$ cat config.mk
export PLATFORM = sky130hd
export DESIGN_NAME = dram_config_sequencer
export DESIGN_NICKNAME = d
export VERILOG_FILES = /design/src/rtl/dram_config_sequencer.sv
export SDC_FILE = /design/constraint.sdc
export NUM_CORES = 1
export LEC_CHECK = 0
export BUFFER_PORTS_ARGS = -buffer_cell sky130_fd_sc_hd__buf_4
export CAP_MARGIN = 20
export CORE_UTILIZATION = 25
export DETAILED_ROUTE_END_ITERATION = 10
export HOLD_SLACK_MARGIN = 0.03
export SYNTH_ARGS = -nofsm -noshare
export SYNTH_HDL_FRONTEND = slang
export SYNTH_SLANG_ARGS = --single-unit
$ cat constraint.sdc
create_clock -name clk_i -period 2.15 [get_ports clk_i]
set_input_delay 0.43 -clock clk_i [delete_from_list [all_inputs] [get_ports clk_i]]
set_output_delay 0.43 -clock clk_i [all_outputs]
set_load 0.05 [all_outputs]
$ cat src/rtl/dram_config_sequencer.sv
// Boot-time configuration sequencer for the DRAM controller: plays the 11-byte
// CONFn/CSn write protocol after reset, then passes CPU requests straight through.
module dram_config_sequencer #(
    parameter logic [87:0] CFG_BYTES      = 88'h00_01_02_01_02_02_01_01_27_01_86,
    parameter int          STARTUP_CYCLES = 4,
    parameter int          STROBE_CYCLES  = 1,
    parameter int          GAP_CYCLES     = 1
) (
    input  logic        clk_i,
    input  logic        rst_i,
    input  logic        cpu_csn_i,
    input  logic        cpu_rwn_i,
    input  logic [17:0] cpu_addr_i,
    input  logic        cfg_start_i,
    output logic        cpu_rdy_o,
    output logic        cfg_done_o,
    output logic        ctrl_csn_o,
    output logic        ctrl_rwn_o,
    output logic        ctrl_confn_o,
    output logic [17:0] ctrl_addr_o,
    input  logic        ctrl_rdy_i
);

    localparam int CNT_MAX = (STARTUP_CYCLES > STROBE_CYCLES)
                             ? ((STARTUP_CYCLES > GAP_CYCLES) ? STARTUP_CYCLES : GAP_CYCLES)
                             : ((STROBE_CYCLES > GAP_CYCLES) ? STROBE_CYCLES : GAP_CYCLES);
    localparam int CNT_W   = (CNT_MAX < 1) ? 1 : $clog2(CNT_MAX + 1);

    typedef enum logic [2:0] {
        S_WAIT,
        S_STROBE,
        S_GAP,
        S_SETTLE,
        S_RUN
    } state_t;

    state_t             state;
    logic [3:0]         step;
    logic [CNT_W-1:0]   cnt;
    logic               pending;
    logic               seq_csn;
    logic               seq_confn;
    logic [17:0]        seq_addr;
    logic               in_run;

    function automatic logic [7:0] cfg_byte(input logic [3:0] k);
        logic [7:0] b;
        b = 8'h00;
        for (int i = 0; i < 11; i++) begin
            if (k == 4'(i)) b = CFG_BYTES[8*i +: 8];
        end
        return b;
    endfunction

    // Sequencer outputs are registered alongside the next state so the
    // controller sees glitch-free CONFn/CSn/address during configuration.
    always_ff @(posedge clk_i) begin
        if (rst_i) begin
            state     <= S_WAIT;
            step      <= 4'd0;
            cnt       <= '0;
            pending   <= 1'b0;
            seq_csn   <= 1'b1;
            seq_confn <= 1'b1;
            seq_addr  <= 18'd0;
        end else begin
            case (state)
                S_WAIT: begin
                    if (cnt == CNT_W'(STARTUP_CYCLES)) begin
                        state     <= S_STROBE;
                        cnt       <= '0;
                        step      <= 4'd0;
                        seq_csn   <= 1'b0;
                        seq_confn <= 1'b0;
                        seq_addr  <= {10'b0, cfg_byte(4'd0)};
                    end else begin
                        cnt <= cnt + 1'b1;
                    end
                end
                S_STROBE: begin
                    if (cnt == CNT_W'(STROBE_CYCLES - 1)) begin
                        state   <= S_GAP;
                        cnt     <= '0;
                        seq_csn <= 1'b1;
                    end else begin
                        cnt <= cnt + 1'b1;
                    end
                end
                S_GAP: begin
                    if (cnt == CNT_W'(GAP_CYCLES - 1)) begin
                        cnt <= '0;
                        if (step == 4'd10) begin
                            state     <= S_SETTLE;
                            seq_confn <= 1'b1;
                            seq_addr  <= 18'd0;
                        end else begin
                            state    <= S_STROBE;
                            step     <= step + 4'd1;
                            seq_csn  <= 1'b0;
                            seq_addr <= {10'b0, cfg_byte(step + 4'd1)};
                        end
                    end else begin
                        cnt <= cnt + 1'b1;
                    end
                end
                S_SETTLE: begin
                    if (cnt == CNT_W'(1)) begin
                        state <= S_RUN;
                        step  <= 4'd0;
                        cnt   <= '0;
                    end else begin
                        cnt <= cnt + 1'b1;
                    end
                end
                S_RUN: begin
                    // A re-run waits for any CPU access in flight to finish first.
                    if ((pending || cfg_start_i) && cpu_csn_i) begin
                        pending   <= 1'b0;
                        state     <= S_STROBE;
                        step      <= 4'd0;
                        cnt       <= '0;
                        seq_csn   <= 1'b0;
                        seq_confn <= 1'b0;
                        seq_addr  <= {10'b0, cfg_byte(4'd0)};
                    end else if (cfg_start_i) begin
                        pending <= 1'b1;
                    end
                end
                default: begin
                    state <= S_WAIT;
                    cnt   <= '0;
                end
            endcase
        end
    end

    assign in_run       = (state == S_RUN);
    assign ctrl_csn_o   = in_run ? cpu_csn_i  : seq_csn;
    assign ctrl_rwn_o   = in_run ? cpu_rwn_i  : 1'b1;
    assign ctrl_confn_o = in_run ? 1'b1       : seq_confn;
    assign ctrl_addr_o  = in_run ? cpu_addr_i : seq_addr;
    assign cpu_rdy_o    = in_run & (ctrl_rdy_i ^ CFG_BYTES[20]);
    assign cfg_done_o   = in_run;

endmodule
==> results.cfg, run 1 <==
[detailed_routing]
vias_per_cell = 5.01
num_vias = 1529
first_pass_iters = 4
route.antenna.remaining_nets = 0
wire_per_inst_microns = 12.0
drc = 0
drt_iter0_drc = 96
routed_wl_microns = 3660

[cells_and_area]
fin_util_pct = 34.7
postLayoutCellArea_sq_mm = 0.00196
final_nets = 267
antenna_cells = 0
drive_above_1_share_pct = 33.0
area_growth_pct = 31.0
fin_cells = 305

[worst_setup_path]
critPathLaunchType = flop
crit_cells = 3
worst_r2r_path_depth = 7
end_kind = output pin
crit_buf_inv = 1
critical_path.max_stage_delay_ns = 0.45
regToRegEndpoint = seq_addr[0]$_SDFFE_PP0P_
crit_fanout = 12
cp_top_family = flip-flops
cp.required_ns = 1.72
crit_start = state[2]$_SDFFE_PP0P_
timing.rr.start = step[1]$_SDFFE_PP0P_
reg2reg_setup_slack_ns = 0.19
crit_arrival_ns = 1.61
crit_end = ctrl_addr_o[5]
critical_path_class = reg2out
crit_path_cell_trace = and2_2, mux2_2, buf_4
crit_slowest_cell = dfxtp_1

[power_and_ir_drop]
seq_power_share_pct = 31.2
clock_power_share_pct = 16.2
p_comb_share_pct = 52.6
leakage_uw = 0.000858
intPower_uw = 852
ir_worst_vdd_mv = 0.582
power_density_mw_per_mm2 = 754
switching_share_pct = 42.3
p_switching_uw = 625

[grt]
grt_start_max_net_pins = 21
grt_overflow = 0
grt_antenna_before_repair = 0
grt_pass1_vias = 1295
grt_pass1_wl_microns = 5830
grt_util_all_layers_pct = 11.6

[synth]
synth_fa_ha_area_share_pct = 6.69
synth_compound_area_share_pct = 24.9
ys_ff_latch = 18
synth_top_area_share_pct = 24.1
synth_common_cells = dfxtp_1, nor2_1, a21oi_1
syn-cell-area_sq_mm = 0.00150
synth.area.mux_share_pct = 6.53
synth_cell_type_count = 52
syn_inst = 191
synth_edf_count = 0
synth-xor-area-share_pct = 1.76
yosysTopAreaCell = dfxtp_1
synth.area.top_cells = dfxtp_1, and3_1, ha_1
async_flop_share_pct = 0
syn_nets = 223
synth_simple_gate_area_share_pct = 28.8
seq_area_frac_synth_pct = 24.1
ys.flop_type = dfxtp_1
yosys_warnings = 0
avgSynthCellArea_sq_um = 7.83
synth_top_family_by_area = simple AND/OR/NAND/NOR gates

[clock_network]
numCtsBuffers = 3
cts-root-buf = clkbuf_8
hold_buffers = 0
cts.clk_slew.worst_paths_ns = 0.07
clk_latency_ns = 0.25
clock_sinks = 18
cts_tree = built
clock_path_buffers = 2
cts_max_level = 1

[die]
fp.dieH_microns = 79.3
coreArea_sq_mm = 0.00564
ios = 47
start_util_pct = 26.5
fp.dieW_microns = 79.3
dieArea_sq_mm = 0.00629
num_rows = 27

[placement]
dpl.hpwl_microns = 2720
place_inst = 302
placed_area_sq_mm = 0.00192
gp_congestion = 0.812
numPortBuffers = 46

[timing]
finalMaxSlewViolations = 0
clock_skew_ns = 0.000712
worst_pin_slew_ns = 0.406
rsz0062_at_grt = false
max-slew-margin-rel_pct = 72.7
fin_crit_ns = 2.04
max_freq_mhz = 489
setup_viol = 0
tns_ns = 0
hold_ws_ns = 0.365
fin_crit_sh_pct = 95.0
hold_violations = 0

[min_path]
hold_path.class = in2reg

[run]
cap_violations = 0

[status]
outcome = complete, no violations
==> through the flow <==
stage | total power [uW] | setup slack (ns)
floorplan | 1060 | 0.107
global placement | 1250 | 0.194
detailed placement | 1250 | 0.154
CTS | 1490 | 0.0997
global route | 1590 | 0.0287
finish | 1480 | 0.107
==> state kept, by name, indices dropped and copies added, names as in the netlist <==
| name | count |
|---|---|
| cnt | 3 |
| pending | 1 |
| seq_addr | 5 |
| seq_confn | 1 |
| seq_csn | 1 |
| state | 3 |
| step | 4 |
==> logic make-up after synthesis <==
kind of cell / after synthesis
AOI/OAI and AO/OA: 52
and+or+nand+nor: 77
adders and majority gates: 8
DFF: 18
xor gates and xnor gates: 3
buffers and inverters: 24
muxes: 9
==> layout by cell type (no fill, tap or decap), drive strengths merged, types with 2 or more instances in the layout <==
cell,count
nor3,6
a31oi,4
nand3,3
o21ai,7
nor2b,7
nor3b,2
mux2i,3
a21oi,17
or2,3
xnor2,3
mux2,6
nor2,18
inv,9
or3,2
clkbuf,3
o221a,3
ha,8
o21a,2
dfxtp,18
nand2,8
and3,16
nand2b,3
o22ai,4
nand3b,2
or4,2
buf,54
o31ai,3
a22oi,2
==> power by group through the flow <==
stage	combinational (uW)	clock, uW	sequential (uW)
2_1_floorplan	607	0	451
3_3_place_gp	779	0	470
3_5_place_dp	779	0	470
4_1_cts	783	249	463
5_1_grt	854	262	472
6_report	777	239	461
==> per-layer routing <==
metal | part of all wire, % | up-vias | GRT usage (%) | routed length, microns
met2 | 46 | 26 | 18.2 | 1700
li1 | - | 778 | - | -
met5 | 0 | - | 0 | 0
met3 | 3.5 | 6 | 2.41 | 127
met4 | 1.7 | 0 | 4.91 | 61
met1 | 48 | 719 | 15.2 | 1770
==> worst min-delay path by stage <==
stage	start	end	slack [ns]	cells past startpoint
finish	cpu_csn_i	pending$_SDFFE_PP0P_	0.36	2
global route	cpu_csn_i	pending$_SDFFE_PP0P_	0.37	2
global placement	seq_addr[0]$_SDFFE_PP0P_	seq_addr[0]$_SDFFE_PP0P_	0.47	1
CTS	cpu_csn_i	pending$_SDFFE_PP0P_	0.36	2
detailed placement	seq_addr[5]$_SDFFE_PP0P_	seq_addr[5]$_SDFFE_PP0P_	0.47	1
floorplan	seq_addr[5]$_SDFFE_PP0P_	seq_addr[5]$_SDFFE_PP0P_	0.44	1
==> layout make-up <==
class / instances / area, sq um
repair buffers: 54 / 405
multi-input cells: 149 / 1030
well taps: 72 / 90.1
flip-flops and latches: 18 / 362
inverters: 9 / 33.8
clock buffers: 3 / 41.3
fillers: 606 / 3680
==> repair_timing <==
item | CTS | global route
endpoints found under the setup margin | 6 | 1
buffers inserted | 0 | 0
gates resized for setup | 1 | 1
gates cloned | 0 | 0
Note: power is estimated with default switching activity, not from simulation.
==> inputs of run 2 (changes only) <==
--- a/config.mk
+++ b/config.mk
@@ -7,9 +7,12 @@
 export LEC_CHECK = 0
 export BUFFER_PORTS_ARGS = -buffer_cell sky130_fd_sc_hd__buf_4
 export CAP_MARGIN = 20
+export CELL_PAD_IN_SITES_DETAIL_PLACEMENT = 0
+export CELL_PAD_IN_SITES_GLOBAL_PLACEMENT = 2
 export CORE_UTILIZATION = 25
 export DETAILED_ROUTE_END_ITERATION = 10
 export HOLD_SLACK_MARGIN = 0.03
+export PLACE_DENSITY_LB_ADDON = 0.1
 export SYNTH_ARGS = -nofsm -noshare
 export SYNTH_HDL_FRONTEND = slang
 export SYNTH_SLANG_ARGS = --single-unit
==> run 2 against run 1 <==
Against the previous run: flip-flop and latch count unchanged; first-iteration DRC count is 45% lower; combinational power is 3.2% higher; sequential power increased by 1%; cell area stayed put; clock skew up 0.00066 ns; die area stayed put; worst hold slack lost 0.0011 ns; register-to-register slack about the same; clock power increased by 2%; via count fell by 0.46%.
==> results.cfg, run 2 (synthesized netlist as in run 1, its figures left out) <==
[power_and_ir_drop]
power.total_uw = 1510
ir_worst_vdd_mv = 0.377
leakage_uw = 0.000857
power_density_mw_per_mm2 = 772

[clock_network]
cts.clk_slew.worst_paths_ns = 0.07
cts_setup_buffers = 0
clock_path_buffers = 2
clock_sinks = 18
cts_max_level = 1
cts-root-buf = clkbuf_8
clk_latency_ns = 0.26
cts_tree = built
hold_buffers = 0
numCtsBuffers = 3

[detailed_routing]
first_pass_iters = 4
num_vias = 1522
wire_per_inst_microns = 13.8
vias_per_cell = 4.99
route.antenna.remaining_nets = 0
drc = 0
routed_wl_microns = 4220
drt_iter0_drc = 53

[cells_and_area]
fin_util_pct = 34.7
final.fill_count = 600
largest_registers = seq_addr: 5 flops, step: 4 flops
layout_common_cells = buf_4, nor2_1, a21oi_1, dfxtp_1, and3_1
largest_reg_flops = 5
postLayoutCellArea_sq_mm = 0.00196
final_common_cell = buf_4
top_register = seq_addr
final_nets = 267
drive_above_1_share_pct = 33.0
antenna_cells = 0
fin_cells = 305
area_growth_pct = 31.0

[die]
ios = 47
start_util_pct = 26.5
fp.dieH_microns = 79.3
fp.dieW_microns = 79.3
coreArea_sq_mm = 0.00564
dieArea_sq_mm = 0.00629
num_rows = 27

[worst_setup_path]
cp.required_ns = 1.72
crit_start = state[2]$_SDFFE_PP0P_
crit_arrival_ns = 1.61
end_kind = output pin
timing.rr.start = step[1]$_SDFFE_PP0P_
crit_fanout = 12
reg2reg_setup_slack_ns = 0.20
critical_path_class = reg2out
critPathLaunchType = flop

[grt]
grt_start_max_net_pins = 21
grt_antenna_before_repair = 0
grt_pass1_wl_microns = 6600
grt_util_all_layers_pct = 13.5
grt_overflow = 0
grt_pass1_vias = 1414

[placement]
place_inst = 302
dpl.hpwl_microns = 3310
numPortBuffers = 46
gp_congestion = 0.862
placed_area_sq_mm = 0.00192

[timing]
fin_crit_sh_pct = 94.8
hold_violations = 0
rsz0062_at_grt = false
worst_pin_slew_ns = 0.411
setup_viol = 0
max-slew-margin-rel_pct = 72.6
clock_skew_ns = 0.00137
finalMaxSlewViolations = 0
tns_ns = 0
fin_crit_ns = 2.04
max_freq_mhz = 490

[min_path]
hold_path.class = in2reg
min_from = cpu_csn_i

[status]
outcome = complete, no violations

[run]
cap_violations = 0
run 2: cell types whose count changed in the layout (fill, tap and decap cells not counted):
| cell | before | now |
|---|---|---|
| o21ai_0 | 5 | 4 |
| o21ai_1 | 1 | 2 |
run 2: cell type report:
class | count | area (sq um) | share of cell area [%]
clock buffer | 3 | 41.3 | 2.11
timing repair buffer | 54 | 405 | 20.7
tap | 72 | 90.1 | 4.60
inverter | 9 | 33.8 | 1.72
sequential | 18 | 362 | 18.5
multi-input combinational | 149 | 1030 | 52.4
run 2: worst paths after layout:
| kind | depth (start not counted) | end |
|---|---|---|
| min reg2reg | 1 | seq_addr[5]$_SDFFE_PP0P_ |
| max reg2reg | 7 | seq_addr[0]$_SDFFE_PP0P_ |
| min | 2 | pending$_SDFFE_PP0P_ |
| max | 3 | ctrl_csn_o |
run 2: layer usage:
metal	GRT usage [%]	vias up	routed length [microns]	part of all wire [%]
met2	22.4	46	1900	45
li1	-	778	-	-
met4	6.18	0	95	2.3
met5	0	-	0	0
met3	2.53	10	204	4.8
met1	16.7	688	2020	48
run 2: critical path, cell delays in order, from the launching register on:
cell and delay, ns:
dfxtp_1 0.44, and2_2 0.34, mux2_2 0.37, buf_4 0.19
run 2: repair_timing:
item	in CTS	in global routing
setup endpoints to repair	6	3
gates resized for setup	1	2
hold endpoints to repair	0	0
run 2: power by group:
group / switching [uW] / internal, uW / leakage, uW
Clock: 119 / 125 / 0.0000216
Sequential: 57.7 / 408 / 0.000147
Combinational: 482 / 321 / 0.000689
Total: 659 / 854 / 0.000857
run 2: through the flow:
stage | worst slack [ns] | hold slack [ns]
final | 0.111 | 0.364
after global routing | 0.0214 | 0.359
after CTS | 0.0805 | 0.356
after detailed placement | 0.128 | 0.466
after global placement | 0.175 | 0.461
after floorplan | 0.107 | 0.438
==> inputs of run 3 (changes only) <==
==> constraint.sdc (replaced) <==
create_clock -name clk_i -period 2.15 [get_ports clk_i]
set_input_delay 0.215 -clock clk_i [delete_from_list [all_inputs] [get_ports clk_i]]
set_output_delay 0.215 -clock clk_i [all_outputs]
set_load 0.05 [all_outputs]
==> run 3 against run 2 <==
Against the previous run: cell count rose by 0.33%; routed wire length rose by 2.9%; die area did not move; total power rose by 2.2%; largest cell class unchanged.
==> results.cfg, run 3 (synthesized netlist as in run 1, its figures left out) <==
[placement]
placed_area_sq_mm = 0.00192
gp_congestion = 0.865
dpl.hpwl_microns = 3340
numPortBuffers = 46

[timing]
worst_pin_slew_ns = 0.450
rsz0062_at_grt = false
setup_viol = 0
finalMaxSlewViolations = 0
tns_ns = 0
fin_crit_sh_pct = 93.4
hold_violations = 0
fin_crit_ns = 2.01
max_freq_mhz = 498
max-slew-margin-rel_pct = 70.0
clock_skew_ns = 0.00522

[cells_and_area]
final_common_cell = buf_4
final_nets = 267
postLayoutCellArea_sq_mm = 0.00197
antenna_cells = 0
largest_reg_flops = 5
area_growth_pct = 31.9
largest_registers = seq_addr: 5 flops, step: 4 flops
top_register = seq_addr
drive_above_1_share_pct = 32.9
layout_common_cells = buf_4, nor2_1, a21oi_1, dfxtp_1, and3_1

[worst_setup_path]
reg2reg_setup_slack_ns = 0.22
cp.required_ns = 1.93
end_kind = output pin
crit_arrival_ns = 1.79
critical_path_class = reg2out
critPathLaunchType = flop
crit_fanout = 12

[power_and_ir_drop]
switching_share_pct = 42.4
p_comb_share_pct = 51.4
ir_worst_vdd_mv = 0.338
seq_power_share_pct = 30.8
power_density_mw_per_mm2 = 784
intPower_uw = 891
leakage_uw = 0.000864
clock_power_share_pct = 17.7
p_switching_uw = 655

[run]
cap_violations = 0

[detailed_routing]
drc = 0
routed_wl_microns = 4340
wire_per_inst_microns = 14.2
route.antenna.remaining_nets = 0
first_pass_iters = 4
vias_per_cell = 5.03
drt_iter0_drc = 66
num_vias = 1540

[clock_network]
cts-root-buf = clkbuf_8
cts.clk_slew.worst_paths_ns = 0.07
hold_buffers = 0
numCtsBuffers = 3
cts_tree = built
clk_latency_ns = 0.25
cts_max_level = 1
cts_resized = 0
clock_path_buffers = 2
cts_setup_buffers = 0
clock_sinks = 18

[min_path]
hold_path.class = in2reg

[grt]
grt_util_all_layers_pct = 13.7
grt_overflow = 0
grt_pass1_vias = 1382
grt_antenna_before_repair = 0
grt_start_max_net_pins = 21
grt_pass1_wl_microns = 6820

[die]
num_rows = 27
fp.dieW_microns = 79.3
dieArea_sq_mm = 0.00629
coreArea_sq_mm = 0.00564
start_util_pct = 26.5
ios = 47
fp.dieH_microns = 79.3

[status]
outcome = complete, no violations
run 3: cell count changes in the layout (fill, tap and decap cells not counted):
cell / previous run / this run
and2_1: 0 / 1
and2_2: 1 / 0
clkbuf_8: 3 / 4
run 3: worst paths after layout:
kind	to	cells past startpoint	start
worst min-delay path	pending$_SDFFE_PP0P_	2	cpu_csn_i
worst max register to register	step[3]$_SDFFE_PP0P_	7	step[0]$_SDFFE_PP0P_
worst max-delay path	ctrl_addr_o[0]	3	state[2]$_SDFFE_PP0P_
worst min register to register	seq_addr[5]$_SDFFE_PP0P_	1	seq_addr[5]$_SDFFE_PP0P_
run 3: critical path: stages (launching register included):
cell	delay (ns)
dfxtp_1	0.49
and2_1	0.46
mux2_2	0.39
buf_4	0.19
run 3: power groups by stage:
stage          clock network [uW]  registers [uW]  logic [uW]
2_1_floorplan                   0             451         607
3_3_place_gp                    0             481         781
3_5_place_dp                    0             485         791
4_1_cts                       290             477         794
5_1_grt                       303             490         859
6_report                      274             477         796
run 3: area by class of cell:
class / instances / area (sq um)
Clock buffer: 4 / 55.1
Sequential cell: 18 / 362
Multi-Input combinational cell: 149 / 1030
Inverter: 9 / 33.8
Timing Repair Buffer: 54 / 405
Tap cell: 72 / 90.1
Fill cell: 595 / 3670
run 3: routing by layer:
layer	vias to the layer above	track usage (%)	part of all wire (%)
li1	781	-	-
met1	713	18.3	48
met2	44	22.8	46
met3	2	3.10	5.5
met4	0	1.64	0.35
met5	-	0	0
run 3: stage by stage:
step	utilization, %	total power, uW	cells	hold slack, ns	setup slack [ns]
6_report	35.0	1550	306	0.159	0.142
5_1_grt	35.0	1650	306	0.164	0.0271
4_1_cts	34.9	1560	306	0.154	0.0877
3_5_place_dp	34.0	1280	302	0.421	0.112
3_3_place_gp	34.0	1260	302	0.417	0.174
2_1_floorplan	-	1060	191	0.312	0.316
